<file path="config.mk">
export PLATFORM = sky130hd
export DESIGN_NAME = fetch_unit
export DESIGN_NICKNAME = d
export VERILOG_FILES = /design/src/rtl/fetch_pkg.sv /design/src/rtl/fetch_fifo.sv /design/src/rtl/fetch_unit.sv
export SDC_FILE = /design/constraint.sdc
export NUM_CORES = 1
export LEC_CHECK = 0
export CAP_MARGIN = 40
export CORE_MARGIN = 10
export CORE_UTILIZATION = 61
export CTS_CLUSTER_DIAMETER = 200
export DETAILED_ROUTE_END_ITERATION = 8
export PLACE_DENSITY_LB_ADDON = 0.12
export SETUP_SLACK_MARGIN = 0.4
export SLEW_MARGIN = 25
export SYNTH_ARGS = -nofsm -noshare
export SYNTH_HDL_FRONTEND = slang
export SYNTH_SLANG_ARGS = --single-unit
</file>
<file path="constraint.sdc">
create_clock -name clk -period 8.6 [get_ports clk]
set_clock_uncertainty 0.2 [all_clocks]
set_input_delay 1.72 -clock clk [delete_from_list [all_inputs] [get_ports clk]]
set_output_delay 1.72 -clock clk [all_outputs]
set_load 0.05 [all_outputs]
</file>
<file path="src/rtl/fetch_pkg.sv">
// Shared types and default widths for the decoupled instruction-fetch front end.
package fetch_pkg;

   localparam int unsigned ImmWidth = 64;
   localparam int unsigned InstWidth = 32;
   localparam logic [ImmWidth-1:0] DefaultResetPc = 64'h8000_0000;

   typedef struct packed {
      logic [ImmWidth-1:0]  pc;
      logic [InstWidth-1:0] inst;
   } FetchEntry;

endpackage

</file>
<file path="src/rtl/fetch_fifo.sv">
// Synchronous FIFO with push, pop and a clear that wins over a same-cycle push.
module fetch_fifo #(
   parameter int unsigned WIDTH = 32,
   parameter int unsigned DEPTH = 4
) (
   input  logic                         clk,
   input  logic                         rst,
   input  logic                         push,
   input  logic                         pop,
   input  logic                         clear,
   input  logic [WIDTH-1:0]             wdata,
   output logic [WIDTH-1:0]             rdata,
   output logic                         empty,
   output logic [$clog2(DEPTH+1)-1:0]   count
);

   localparam int unsigned PtrW = $clog2(DEPTH);
   localparam int unsigned CntW = $clog2(DEPTH + 1);

   logic [WIDTH-1:0] mem [DEPTH];
   logic [PtrW-1:0]  wrPtr;
   logic [PtrW-1:0]  rdPtr;
   logic             full;
   logic             doPush;
   logic             doPop;

   assign empty  = (count == '0);
   assign full   = (count == CntW'(DEPTH));
   assign doPush = push && !full && !clear;
   assign doPop  = pop && !empty;
   assign rdata  = mem[rdPtr];

   always_ff @(posedge clk) begin
      if (doPush && !rst) begin
         mem[wrPtr] <= wdata;
      end
   end

   // DEPTH is a power of two, so pointers wrap naturally.
   always_ff @(posedge clk) begin
      if (rst || clear) begin
         wrPtr <= '0;
         rdPtr <= '0;
         count <= '0;
      end else begin
         if (doPush) begin
            wrPtr <= wrPtr + 1'b1;
         end
         if (doPop) begin
            rdPtr <= rdPtr + 1'b1;
         end
         count <= count + CntW'(doPush) - CntW'(doPop);
      end
   end

endmodule

</file>
<file path="src/rtl/fetch_unit.sv">
// Decoupled fetcher: credit-limited sequential requests, in-order response queue, redirect flush.
module fetch_unit
   import fetch_pkg::*;
#(
   parameter int unsigned      XLEN     = ImmWidth,
   parameter int unsigned      ILEN     = InstWidth,
   parameter int unsigned      DEPTH    = 4,
   parameter logic [XLEN-1:0]  RESET_PC = XLEN'(DefaultResetPc)
) (
   input  logic             clk,
   input  logic             rst,
   output logic             req_valid,
   input  logic             req_ready,
   output logic [XLEN-1:0]  req_addr,
   input  logic             resp_valid,
   input  logic [ILEN-1:0]  resp_inst,
   input  logic             redirect_valid,
   input  logic [XLEN-1:0]  redirect_pc,
   output logic             out_valid,
   input  logic             out_ready,
   output logic [XLEN-1:0]  out_pc,
   output logic [ILEN-1:0]  out_inst
);

   localparam int unsigned CntW = $clog2(DEPTH + 1);

   logic [XLEN-1:0]      fetchPc;
   logic [CntW-1:0]      dropCnt;
   logic [CntW-1:0]      inflight;
   logic [CntW-1:0]      inflightNext;
   logic [CntW-1:0]      count;
   logic [CntW:0]        credit;
   logic                 hs;
   logic                 respOk;
   logic                 respDrop;
   logic                 respKeep;
   logic                 popHead;
   logic                 pcEmpty;
   logic                 instEmpty;
   logic [XLEN-1:0]      respPc;
   logic [XLEN+ILEN-1:0] headData;

   // Issue is gated on outstanding + queued so every response has a free slot.
   assign credit    = {1'b0, inflight} + {1'b0, count};
   assign req_valid = !rst && (credit < (CntW + 1)'(DEPTH));
   assign req_addr  = fetchPc;
   assign hs        = req_valid && req_ready;

   // A response with nothing outstanding is a protocol error and is ignored.
   assign respOk   = resp_valid && !pcEmpty;
   assign respDrop = respOk && ((dropCnt != '0) || redirect_valid);
   assign respKeep = respOk && !respDrop;

   assign inflightNext = inflight + CntW'(hs) - CntW'(respOk);

   assign out_valid = !instEmpty;
   assign popHead   = out_valid && out_ready && !redirect_valid;
   assign out_pc    = headData[XLEN+ILEN-1:ILEN];
   assign out_inst  = headData[ILEN-1:0];

   // Occupancy of the PC FIFO is the in-flight request count.
   fetch_fifo #(
      .WIDTH (XLEN),
      .DEPTH (DEPTH)
   ) pcFifo (
      .clk   (clk),
      .rst   (rst),
      .push  (hs),
      .pop   (respOk),
      .clear (1'b0),
      .wdata (fetchPc),
      .rdata (respPc),
      .empty (pcEmpty),
      .count (inflight)
   );

   fetch_fifo #(
      .WIDTH (XLEN + ILEN),
      .DEPTH (DEPTH)
   ) instFifo (
      .clk   (clk),
      .rst   (rst),
      .push  (respKeep),
      .pop   (popHead),
      .clear (redirect_valid),
      .wdata ({respPc, resp_inst}),
      .rdata (headData),
      .empty (instEmpty),
      .count (count)
   );

   always_ff @(posedge clk) begin
      if (rst) begin
         fetchPc <= RESET_PC;
         dropCnt <= '0;
      end else if (redirect_valid) begin
         fetchPc <= redirect_pc & ~XLEN'(3);
         // Everything still outstanding after this edge, including a request
         // accepted this cycle, belongs to the old path.
         dropCnt <= inflightNext;
      end else begin
         if (hs) begin
            fetchPc <= fetchPc + XLEN'(4);
         end
         if (respDrop) begin
            dropCnt <= dropCnt - 1'b1;
         end
      end
   end

endmodule
</file>
==> results of run 1 <==
[Yosys cell counts, types with 3 or more instances]
| library cell | number | area [µm²] |
|---|---|---|
| and2_1 | 6 | 37.54 |
| and4_1 | 12 | 105.1 |
| nand2_1 | 64 | 240.2 |
| nor2_1 | 82 | 307.8 |
| xor2_1 | 13 | 113.9 |
| nand4_1 | 29 | 181.4 |
| nand4b_1 | 3 | 26.28 |
| a2111oi_0 | 8 | 70.07 |
| or3_1 | 17 | 106.4 |
| buf_1 | 18 | 67.56 |
| o31ai_1 | 3 | 22.52 |
| inv_1 | 30 | 112.6 |
| ha_1 | 18 | 225.2 |
| nor2b_1 | 7 | 43.79 |
| nor4_1 | 24 | 150.1 |
| a21oi_1 | 8 | 40.04 |
| and3_1 | 22 | 137.6 |
| a311oi_1 | 8 | 70.07 |
| clkbuf_1 | 51 | 191.4 |
| o31a_1 | 3 | 26.28 |
| nor3_1 | 20 | 100.1 |
| mux4_2 | 156 | 3513 |
| a31oi_1 | 7 | 43.79 |
| buf_2 | 4 | 20.02 |
| nor4b_1 | 4 | 35.03 |
| o21ai_0 | 12 | 60.06 |
| nor3b_1 | 4 | 30.03 |
| edfxtp_1 | 624 | 18740 |
| fa_1 | 3 | 60.06 |
| nor4_2 | 3 | 37.54 |
| mux2i_1 | 5 | 50.05 |
| o311ai_0 | 3 | 26.28 |
| mux2_2 | 3 | 33.78 |
| nand3_1 | 38 | 190.2 |
| a22oi_1 | 4 | 30.03 |
| a211oi_1 | 24 | 180.2 |
| dfxtp_1 | 83 | 1662 |
| xnor2_1 | 18 | 157.7 |
| buf_4 | 4 | 30.03 |
| o211ai_1 | 3 | 22.52 |
| or4_1 | 8 | 60.06 |
[cells in the final DEF (no fill, tap or decap), types with 10 or more instances in the layout]
cell type	instances
nor4_1	24
a211oi_1	24
clkbuf_16	72
clkinv_1	12
clkbuf_1	15
dfxtp_1	79
inv_1	29
buf_4	23
and4_1	12
nand2_1	64
nand4_1	29
xor2_1	13
edfxtp_1	624
nor3_1	20
ha_1	18
and3_1	18
mux4_2	156
clkinv_2	10
o21ai_0	12
xnor2_1	18
nand3_1	38
nor2_1	82
clkdlybuf4s50_1	255
or3_1	17
[routing by layer]
layer	global-route usage	up-vias	part of all wire
li1	-	6619	-
met1	0.3118	7902	0.39
met2	0.3956	617	0.51
met3	0.04855	131	0.072
met4	0.08967	0	0.033
met5	0	-	0
[state kept, by name, indices dropped and copies added (netlist names), named ones only]
signal,count
req_addr,62
pcFifo.mem,248
instFifo.count,3
instFifo.mem,376
dropCnt,3
instFifo.rdPtr,2
pcFifo.rdPtr,2
instFifo.wrPtr,2
pcFifo.count,3
pcFifo.wrPtr,2
[report_power, final]
group	switching (µW)	internal, µW	total [µW]
Combinational	637	444	1080
Clock	1240	1820	3060
Sequential	121	4010	4130
Total	2000	6270	8270
[final timing paths]
path | endpoint | slack [ns] | cells past startpoint
worst max register to register | req_addr[38]$_SDFFE_PP0P_ | 5.14 | 6
worst min register to register | flop | 0.34 | 2
worst max-delay path | req_valid | 2.94 | 4
worst min-delay path | flop | 0.34 | 2
[kinds of logic (layout without fill, tap and decap cells)]
group,after synthesis,count (layout),synth area share
DFF,707,707,0.7383
and+or+nand+nor,351,351,0.06824
muxes,164,164,0.1302
buffers and inverters,108,449,0.01567
AOI/OAI and AO/OA,99,99,0.02731
xor gates and xnor gates,31,31,0.009827
adders and majority gates,21,21,0.01032
other,1,4,0.0001357
[worst max-delay path: stages]
cell,delay [ns]
buf_2,0.29
or4_4,0.62
nor2_1,0.24
clkdlybuf4s50_1,0.86
[cell type report]
cell class / instances / area (µm²)
Clock inverter: 37 / 401.6
Fill cell: 2596 / 11100
Sequential cell: 707 / 20410
Timing Repair Buffer: 291 / 2993
Tap cell: 592 / 740.7
Clock buffer: 91 / 1913
Inverter: 30 / 112.6
Multi-Input combinational cell: 670 / 6834
[metrics by stage]
step / hold slack [ns] / power (µW) / cells
6_report: 0.3374 / 8269 / 2418
3_5_place_dp: 0.3209 / 5271 / 2285
3_3_place_gp: 0.3008 / 5212 / 2278
5_1_grt: 0.3643 / 8516 / 2418
2_1_floorplan: 0.2847 / 4883 / 1485
4_1_cts: 0.3328 / 8312 / 2413
==> key figures, run 1 <==
Status
  – Status: finished, final reports clean

Finish
  – Share of cells above drive strength 1: 0.1742
  – Antenna cells: 0
  – Final core utilization: 0.7505
  – Syn-to-layout area delta: 20.91%
  – Fin area: 33410 µm²
  – Layout Nets: 1892

Routing
  – DRC viols: 0
  – Initial DRC count: 1337
  – Via/cell ratio: 6.315
  – Via count: 15270
  – Routed wire length: 64750 µm
  – Avg WL per Cell: 26.78 µm
  – Routed Antenna Nets: 0
  – TritonRoute pass-1 iters: 5

Clocking
  – Reg clk slew, reported paths: 0.06 ns
  – Num CTS Buffers: about 70
  – # resized after CTS: 0
  – CTS Sinks: 707
  – Clk buf depth: 3
  – Clock tree root driver cell: clkbuf_16
  – Clock Latency Late Sink: 0.60 ns
  – H-tree depth: 3
  – CTS tree: yes
  – Post-CTS Setup Inserts: 0
  – Hold Buf Count CTS: 0

Synthesis
  – Ys flop type: edfxtp_1
  – Warnings, synthesis: 0
  – Post-Synthesis Mean Instance Area: about 19 µm²
  – Distinct cells, synth: 60
  – EDFF count, synth: 624
  – Seq/Total Area, Yosys: 0.7383
  – Mapped cell area: 27630 µm²
  – Synth Register Bits: a little over 700
  – Async S/R FF share, synth: 0
  – Cell count after synthesis: 1482

STA
  – Slew Limit Headroom: 0.3963
  – Min setup slack post-route: a little under 3 ns
  – FMAX: 0.1767 GHz
  – Share of the clock period used by the worst path: 0.6581
  – Setup_tns: 0 ns
  – Setup Viol. Count Final: 0
  – RSZ-0062 raised after global routing: no
  – Final Hold Vio Count: 0
  – Min cycle time layout: 5.660 ns
  – Slew of the pin with the lowest slew margin: 0.8981 ns
  – Final Max Slew Viols: 0

Hold path
  – HP Start: instFifo.rdPtr[1]$_SDFFE_PP0P_
  – HP Class: reg2reg

Die
  – Row cnt: 77
  – Starting density of the core: 0.6208
  – Height of the chip: 232.8 µm
  – Core area: roughly 45000 µm²
  – Die ar.: ~54000 µm²
  – I/O Pins: 264
  – Die Wd: 232.8 µm

Worst setup path
  – Crit path max fanout: 28
  – Crit Path Class: in2out
  – Startpoint types: primary input
  – Critical path arrival: 3.74 ns
  – Crit path required time: 6.68 ns
  – Setup crit end kind: output port
  – Critical Path Source: rst
  – Worst R2R Start: req_addr[2]$_SDFFE_PP0P_

Global route
  – Grt ovf: 0
  – First-pass GRT wire length: approximately 97000 µm
  – Tot GR Track Use: 0.2394
  – Vias in the first global route: 15420
  – Initial antenna violation count: 0
  – Largest net degree at the start of global routing: 87

Power and ir drop
  – Lkg Pwr: approximately 0.011 µW
  – Peak supply drop: 0.2176 mV
  – P per Cell Area: 247.5 nW/µm²

Placed design
  – Placed Area: 30980 µm²
  – Dpl ws: about 2.9 ns
  – Dpl hpwl: 40330 µm
  – IO buf count: 257
  – Routability cong.: 0.8625

Run
  – Max Cap Viol: 0
Note: power is estimated with default switching activity, not from simulation.
==> run 2, diff against run 1 <==
Settings changed: CORE_UTILIZATION 61 to 52.
Clock period 8.6 ns to 5 ns, I/O delays scaled along.
==> run 2 against run 1 <==
Effect of this change: clock power rose by 76%; register-to-register slack worse by 3.5 ns; via count fell by 0.86%; worst setup slack worse by 2.2 ns; sequential power grew 72%; sequential share of layout area shrank 0.53 points; global-route usage fell by 2.9 points; wire length rose by 2.0%.
==> key figures, run 2 (same netlist as run 1, synthesis figures left out) <==
Status
  – Status: finished, final reports clean

Power and ir drop
  – Reg power frac: 0.496
  – Clock share of power: 0.377
  – P per Cell Area: between 400 and 500 nW/µm²
  – Comb pwr share: 0.128
  – Lkg Pwr: 0.01060 µW
  – Power Internal: 10880 µW
  – Overall power: 14330 µW
  – Switching share of power: 0.2403
  – Peak supply drop: 0.3280 mV
  – Net Switching: 3443 µW

Hold path
  – HP Class: reg2reg
  – HP Start: pcFifo.rdPtr[1]$_SDFFE_PP0P_
  – Worst Hold Depth: 2

Global route
  – Met1 Track Usage GR: 0.2821
  – Met2 Use GR: 0.3430
  – Vias in the first global route: 15570
  – First-pass GRT wire length: 99600 µm
  – Met3 Use GR: 0.04883
  – Grt peak-use layer: met2
  – Largest net degree at the start of global routing: 74
  – Initial antenna violation count: 0
  – Grt ovf: 0
  – Tot GR Track Use: 0.2107

Routing
  – Routed Antenna Nets: 0
  – Avg WL per Cell: ~26 µm
  – TritonRoute pass-1 iters: 5
  – Via count: approximately 15000
  – Via/cell ratio: 6.012
  – Routed wire length: 66040 µm
  – Initial DRC count: between 1000 and 1500
  – DRC viols: 0

Placed design
  – Routability cong.: 0.8239
  – Dpl hpwl: 42210 µm
  – Dpl cells: between 2000 and 2500
  – IO buf count: between 200 and 300
  – Dpl ws: 0.9603 ns

Die
  – Starting density of the core: 0.5258
  – Row cnt: 84
  – I/O Pins: 264
  – Die ar.: 62760 µm²
  – Core area: ~53000 µm²
  – Die Wd: 250.5 µm
  – Height of the chip: 250.5 µm

Worst setup path
  – Critical path arrival: just over 3 ns
  – CP top delay family: buffers and inverters
  – Crit path cell chain: buf_4, mux4_2, clkdlybuf4s50_1
  – WP depth: 3
  – Crit Path Class: reg2out
  – Critical Path Slowest Stage Cell: dfxtp_4
  – Worst R2R Start: instFifo.count[2]$_SDFF_PP0_
  – Buffers & Inverters on Critical Path: 2
  – Crit path required time: 3.80 ns
  – Setup crit end kind: output port
  – Crit path max fanout: 20
  – CP max stage delay: approximately 0.74 ns
  – Startpoint types: flop
  – Worst Reg2Reg Path Length in Cells: 6

STA
  – Setup_tns: 0 ns
  – Slew of the pin with the lowest slew margin: 0.7382 ns
  – Final Hold Vio Count: 0
  – FMAX: approximately 0.23 GHz
  – RSZ-0062 raised after global routing: no
  – Min setup slack post-route: 0.6977 ns
  – Setup Viol. Count Final: 0
  – Slew Limit Headroom: 0.5033
  – Min cycle time layout: 4.302 ns
  – Share of the clock period used by the worst path: 0.8605
  – Final Max Slew Viols: 0

Clocking
  – Clock Latency Late Sink: ~0.6 ns
  – CTS tree: yes
  – Hold Buf Count CTS: 0
  – CTS Sinks: approximately 700
  – Post-CTS Setup Inserts: 0
  – H-tree depth: 3
  – Reg clk slew, reported paths: roughly 0.06 ns
  – Num CTS Buffers: 73
  – # resized after CTS: 0
  – Clk buf depth: 3
  – Clock tree root driver cell: clkbuf_16

Finish
  – Non-Filler Instances: roughly 2500
  – Reg with most FFs: instFifo.mem
  – Share of cells above drive strength 1: 0.1760
  – Antenna cells: 0
  – Layout Nets: 1898
  – Number of flip-flops under the largest register name: 376
  – Most common cell after layout, fill and taps aside: edfxtp_1
  – Final core utilization: 0.6413
  – Syn-to-layout area delta: 21.97%
  – Most frequent cells in the layout: 624 x edfxtp_1, 255 x clkdlybuf4s50_1, 156 x mux4_2

Run
  – Max Cap Viol: 0
## run 2: cell types whose count changed in the layout (fill, tap and decap cells not counted), moves of 4 or more
cell | previous run | this run
buf_12 | 3 | 19
buf_16 | 7 | 1
buf_4 | 23 | 14
clkbuf_16 | 72 | 76
clkbuf_8 | 4 | 0
clkinvlp_4 | 2 | 6
## run 2: power by group through the flow
stage | logic, µW | registers [µW] | clock network, µW
floorplan | 1150 | 7250 | 0
global placement | 1800 | 7230 | 0
detailed placement | 1850 | 7230 | 0
CTS | 1850 | 7110 | 5510
global route | 1970 | 7140 | 5750
finish | 1830 | 7100 | 5400
## run 2: path summary, 6_finish.rpt
kind                               end  slack, ns
min reg2reg                       flop       0.33
max                         out_pc[33]       0.70
max reg2reg  req_addr[45]$_SDFFE_PP0P_       1.64
min                               flop       0.33
## run 2: worst reg2reg max path: cells and delay by family, from the launching register on
family,cells,cell delay (ns)
simple gates,4,2.00
compound gates,1,0.35
flops,1,0.42
fa+ha+maj,1,0.29
## run 2: layout make-up
| class | instances | area [µm²] |
|---|---|---|
| Clock buffer | 89 | 1951 |
| Clock inverter | 41 | 442.9 |
| Fill cell | 3678 | 18850 |
| Inverter | 30 | 112.6 |
| Multi-Input combinational cell | 670 | 6834 |
| Sequential cell | 707 | 20410 |
| Tap cell | 688 | 860.8 |
| Timing Repair Buffer | 293 | 3088 |
## run 2: per-stage QoR
stage,instance area [µm²],hold slack (ns)
final,33700,0.3302
after global routing,33700,0.3749
after CTS,33670,0.3277
after detailed placement,31280,0.3102
after global placement,31240,0.3004
after floorplan,27650,0.2847
## run 2: routing by layer
metal,wire [µm],vias to the layer above
li1,-,6660
met3,4389,106
met5,0,-
met1,27490,7851
met4,1456,0
met2,32700,520
